`src/rtl/decoder_pkg.sv`:
```
// Shared types and helpers for the streaming 3-to-8 decoder and its bench.
package decoder_pkg;

  localparam int unsigned CODE_W = 3;
  localparam int unsigned OUT_W  = 8;

  typedef enum logic [0:0] {
    ST_IDLE,
    ST_DRIVE
  } state_e;

  function automatic logic [OUT_W-1:0] onehot_of(input logic [CODE_W-1:0] code);
    logic [OUT_W-1:0] v;
    v       = '0;
    v[code] = 1'b1;
    return v;
  endfunction

endpackage

```
`src/rtl/sync_fifo_code.sv`:
```
// Small synchronous FIFO for decoder codes; DEPTH must be a power of two >= 2.
module sync_fifo_code
  import decoder_pkg::*;
#(
  parameter int unsigned DEPTH = 2,
  parameter int unsigned WIDTH = CODE_W
) (
  input  logic             clk,
  input  logic             rst,
  input  logic             push,
  input  logic [WIDTH-1:0] din,
  input  logic             pop,
  output logic [WIDTH-1:0] dout,
  output logic             full,
  output logic             empty
);

  localparam int unsigned AW = $clog2(DEPTH);
  localparam int unsigned PW = AW + 1;

  logic [WIDTH-1:0] mem [DEPTH];
  logic [PW-1:0]    wr_ptr_q;
  logic [PW-1:0]    rd_ptr_q;
  logic             do_push;
  logic             do_pop;

  // Extra pointer MSB distinguishes full from empty when the indices match.
  always_comb begin
    empty   = (wr_ptr_q == rd_ptr_q);
    full    = (wr_ptr_q[PW-1] != rd_ptr_q[PW-1]) &&
              (wr_ptr_q[AW-1:0] == rd_ptr_q[AW-1:0]);
    do_push = push && !full;
    do_pop  = pop && !empty;
    dout    = mem[rd_ptr_q[AW-1:0]];
  end

  always_ff @(posedge clk or posedge rst) begin
    if (rst) begin
      wr_ptr_q <= '0;
      rd_ptr_q <= '0;
      for (int i = 0; i < int'(DEPTH); i++) begin
        mem[i] <= '0;
      end
    end else begin
      if (do_push) begin
        mem[wr_ptr_q[AW-1:0]] <= din;
        wr_ptr_q              <= wr_ptr_q + PW'(1);
      end
      if (do_pop) begin
        rd_ptr_q <= rd_ptr_q + PW'(1);
      end
    end
  end

endmodule

```
`src/rtl/decoder_3to8_seq.sv`:
```
// Streaming 3-to-8 decoder: queued codes drive one-hot strobes for hold_len cycles each.
module decoder_3to8_seq
  import decoder_pkg::*;
#(
  parameter int unsigned HOLD_W = 4,
  parameter int unsigned DEPTH  = 2
) (
  input  logic              clk,
  input  logic              rst,
  input  logic              in_valid,
  output logic              in_ready,
  input  logic [CODE_W-1:0] in_code,
  input  logic              en,
  input  logic [HOLD_W-1:0] hold_len,
  output logic [OUT_W-1:0]  out_onehot,
  output logic              out_valid,
  output logic              busy
);

  state_e              state_q;
  logic [HOLD_W-1:0]   cnt_q;
  logic [HOLD_W-1:0]   hold_eff;
  logic [CODE_W-1:0]   head;
  logic                fifo_full;
  logic                fifo_empty;
  logic                last_cycle;
  logic                load;

  sync_fifo_code #(
    .DEPTH (DEPTH),
    .WIDTH (CODE_W)
  ) u_fifo (
    .clk   (clk),
    .rst   (rst),
    .push  (in_valid),
    .din   (in_code),
    .pop   (load),
    .dout  (head),
    .full  (fifo_full),
    .empty (fifo_empty)
  );

  always_comb begin
    hold_eff   = (hold_len == '0) ? HOLD_W'(1) : hold_len;
    last_cycle = (cnt_q == HOLD_W'(1));
    // Pop in IDLE, or on the final DRIVE cycle so the next code follows with no gap.
    load       = en && !fifo_empty &&
                 ((state_q == ST_IDLE) || ((state_q == ST_DRIVE) && last_cycle));
    in_ready   = !fifo_full;
    out_valid  = |out_onehot;
    busy       = !fifo_empty || (state_q == ST_DRIVE);
  end

  always_ff @(posedge clk or posedge rst) begin
    if (rst) begin
      state_q    <= ST_IDLE;
      cnt_q      <= '0;
      out_onehot <= '0;
    end else begin
      unique case (state_q)
        ST_IDLE: begin
          if (load) begin
            state_q    <= ST_DRIVE;
            cnt_q      <= hold_eff;
            out_onehot <= onehot_of(head);
          end
        end
        ST_DRIVE: begin
          // With en low, counter and output simply hold.
          if (en) begin
            if (last_cycle) begin
              if (load) begin
                cnt_q      <= hold_eff;
                out_onehot <= onehot_of(head);
              end else begin
                state_q    <= ST_IDLE;
                cnt_q      <= '0;
                out_onehot <= '0;
              end
            end else begin
              cnt_q <= cnt_q - HOLD_W'(1);
            end
          end
        end
        default: begin
          state_q    <= ST_IDLE;
          cnt_q      <= '0;
          out_onehot <= '0;
        end
      endcase
    end
  end

endmodule

```
`config.mk`:
```
export PLATFORM = sky130hd
export DESIGN_NAME = decoder_3to8_seq
export DESIGN_NICKNAME = d
export VERILOG_FILES = /design/src/rtl/decoder_pkg.sv /design/src/rtl/sync_fifo_code.sv /design/src/rtl/decoder_3to8_seq.sv
export SDC_FILE = /design/constraint.sdc
export NUM_CORES = 1
export LEC_CHECK = 0
export ABC_CLOCK_PERIOD_IN_PS = 1600
export BUFFER_PORTS_ARGS = -buffer_cell sky130_fd_sc_hd__buf_2
export CAP_MARGIN = 20
export CORE_MARGIN = 2
export CORE_UTILIZATION = 44
export DETAILED_ROUTE_END_ITERATION = 10
export GPL_TIMING_DRIVEN = 0
export PLACE_DENSITY = 0.77
export SLEW_MARGIN = 15
export SYNTH_ARGS = -nofsm -noshare
export SYNTH_HDL_FRONTEND = slang
export SYNTH_SLANG_ARGS = --single-unit
export TNS_END_PERCENT = 1
```
`constraint.sdc`:
```
create_clock -name clk -period 1.6 [get_ports clk]
set_input_delay 0 -clock clk [delete_from_list [all_inputs] [get_ports clk]]
set_output_delay 0 -clock clk [all_outputs]
set_load 0.05 [all_outputs]
```
==> run metrics <==
run status=finished, violations left; violated checks=setup timing; Num CTS Buffers=3; Mean Syn Cell Area=11.1 um2; TritonCTS clock tree=done; Avg Vias per Cell=5.34; Final Power=0.00321 W; #FFs+latches synth=23; Least-Margin Pin Slew=854 ps; Mapped Cells=105; synthesized area=1160 um2; WP data arrival=2080 ps; switching share of power=0.482; Req. time, crit path=1840 ps; number of global-route vias before repair=903; async set-reset flop share out of synthesis=1.00; fin nets=159; Setup WS pre-CTS=-322 ps; worst-skew pair later-pin latency=310 ps; IR Drop Worst-Case VDD=1.44 mV; worst-path maximum fanout=5; top post-synthesis cells by area=dfrtp_1 49%, mux2_2 7.7%, a32o_1 6.9%; die height=55.4 um; final worst path period share=1.15; post-synth top area share=0.495; cell family with most CP delay=compound AO/OA/AOI/OAI gates; post-DR wirelength/cell=14.0 um; clk_skew=1.57 ps; # DRC=0; Total GRT Usage=0.169; Most used DFF post-synth=dfrtp_1; Slew Viols, Final=0; Mapped Nets=118; fraction of layout cells with a size suffix above 1=0.345; slowest CP cell=dfrtp_1; DP Area=1320 um2; number of synthesized flops with an enable pin=0; Pleak=0.693 nW; CP Launch Type=flip-flop; fin worst setup slack=-242 ps; Root Driver=clkbuf_4; Post-Route WL=2450 um; Post-Synth XOR/XNOR Area=0.0527; Yosys cell types=32; site row count=18; initial cell density of the core=0.465; Synth Warn #=0; slowest stage delay, CP=420 ps; crit path cell chain=inv_2, ha_4, or3b_4, a221oi_4, buf_6, o21ai_1, o211ai_1; CP Capture Type=flip-flop; highest clock rate=543 MHz; Sink Count=23; # Max-Cap Violations=0; via count=935; Worst-path clk slew=130 ps; post-route cell area=1520 um2; Antenna diodes=0; main combinational cell family by area after synthesis=compound AO/OA/AOI/OAI gates; DRT Pass-1 Iters=4; Sw Pwr=0.00155 W; Synth Area in Adders=0.0215; number of antenna violations at the first check in global routing=0; first-pass GRT wire length=4100 um; die width=55.4 um; sequential-to-total area share from yosys stat=0.495; H-tree depth=1; biggest area consumer among synthesized cells=dfrtp_1; post-layout min period=1840 ps; sequential power share=0.342; clock power share=0.085; RSZ-0062 raised after global routing=yes; final hold vios=0; Synth Area in Compound Gates=0.169; Int Power=0.00166 W; Layout area overhead=30.8%; max_slew headroom=0.430; die area=3070 um2; GP Congestion=0.753; worst path bufs/invs=2; largest net degree at the start of global routing=24; HPWL after DPL=1710 um; Top-Level Pins=22; initial detailed-routing violation count=18; CORE AREA=2500 um2; post-synthesis simple-gate area fraction=0.143; PwrDens=2110 nW/um2; CP Class=flip-flop to flip-flop; grt ovf=0; clock tree buffer depth=2; Comb pwr share=0.573; I/O Buffers=21; Routed Antenna Nets=0; TNS Setup=-3470 ps; count of final setup violators=18; Hold WC Path Type=input port to async pin; mux contribution to synthesized area=0.0860
==> state kept, by name, indices dropped and copies added (netlist names) <==
name / count
u_fifo.rd_ptr_q: 2
cnt_q: 4
u_fifo.mem: 6
out_onehot: 8
state_q: 1
u_fifo.wr_ptr_q: 2
==> synthesized netlist by cell type, types with 3 or more instances <==
master,number
nand2_1,15
inv_1,5
nand3_1,3
xor2_1,3
xnor2_1,4
mux2_2,8
a32o_1,8
dfrtp_1,23
o21ai_0,6
==> stage by stage <==
step	util	instances	hold WS, ps
detailed placement	0.530	156	222
finish	0.609	175	388
global placement	0.530	156	207
global route	0.609	175	432
CTS	0.604	175	419
floorplan	-	105	1.92
==> routing by layer <==
layer  up-vias  global-route usage  part of all wire
met3         2              0.0351             0.034
li1        469                   -                 -
met2        15               0.289              0.49
met5         -                   0                 0
met1       449               0.209              0.47
met4         0              0.0662            0.0061
==> path summary, 6_finish.rpt <==
kind,start,endpoint,slack [ps],cells past startpoint
setup / recovery,cnt_q[1],cnt_q[0],-240,7
hold / removal,rst,u_fifo.rd_ptr_q[0],390,3
setup reg to reg,cnt_q[1],cnt_q[0],-240,7
hold reg to reg,out_onehot[3],out_onehot[3],530,1
max in group asynchronous,rst,cnt_q[0],640,3
min in group clk,hold_len[3],cnt_q[3],440,4
==> cell usage in the layout (no fill, tap or decap), drive strengths merged, types with 3 or more instances in the layout <==
master | synthesis | final
buf | 2 | 28
dfrtp | 23 | 23
nand2 | 15 | 15
dlygate4sd3 | 0 | 10
mux2 | 8 | 8
a32o | 8 | 8
o21ai | 7 | 7
inv | 5 | 5
xnor2 | 4 | 4
clkbuf | 1 | 4
xor2 | 3 | 3
nand3 | 3 | 3
==> worst reg2reg max path: stages, from the launching register on <==
cell,delay [ps]
dfrtp_1,420
inv_2,80
ha_4,120
or3b_4,410
a221oi_4,420
buf_6,170
o21ai_1,60
o211ai_1,70
==> logic make-up (layout without fill, tap and decap cells) <==
logic type               Yosys count  count (layout)
buffers and inverters              8              48
multiplexers                       9               9
AO/OA/AOI/OAI                     23              23
adder cells (fa/ha/maj)            2               2
XOR/XNOR                           7               7
flip-flops                        23              23
AND/OR/NAND/NOR                   33              33
==> power by group through the flow <==
stage / clock, W / combinational (W) / sequential, W
after global placement: 0 / 0.00167 / 0.00107
after floorplan: 0 / 0.00119 / 0.00125
after global routing: 0.000300 / 0.00201 / 0.00114
after CTS: 0.000283 / 0.00181 / 0.00109
after detailed placement: 0 / 0.00171 / 0.00109
final: 0.000273 / 0.00184 / 0.00110
==> cell type report <==
type / instances / area, um2
inverter: 5 / 18.8
clock buffer: 3 / 22.5
buffer: 3 / 20.0
sequential: 23 / 577
clock inverter: 1 / 5.00
tap: 30 / 37.5
fill: 203 / 978
multi-input combinational: 74 / 588
timing repair buffer: 36 / 253
==> what timing repair did <==
| item | 4_1_cts | 5_1_grt |
|---|---|---|
| pin swaps | 3 | 2 |
| endpoints found under the hold margin | 35 | 0 |
| hold buffers | 10 | 0 |
| cloned | 1 | 0 |
| resized for setup | 7 | 1 |
| buffers inserted | 4 | 0 |
| setup endpoints to repair | 18 | 21 |
No activity file was read; power rests on OpenSTA's default activity.
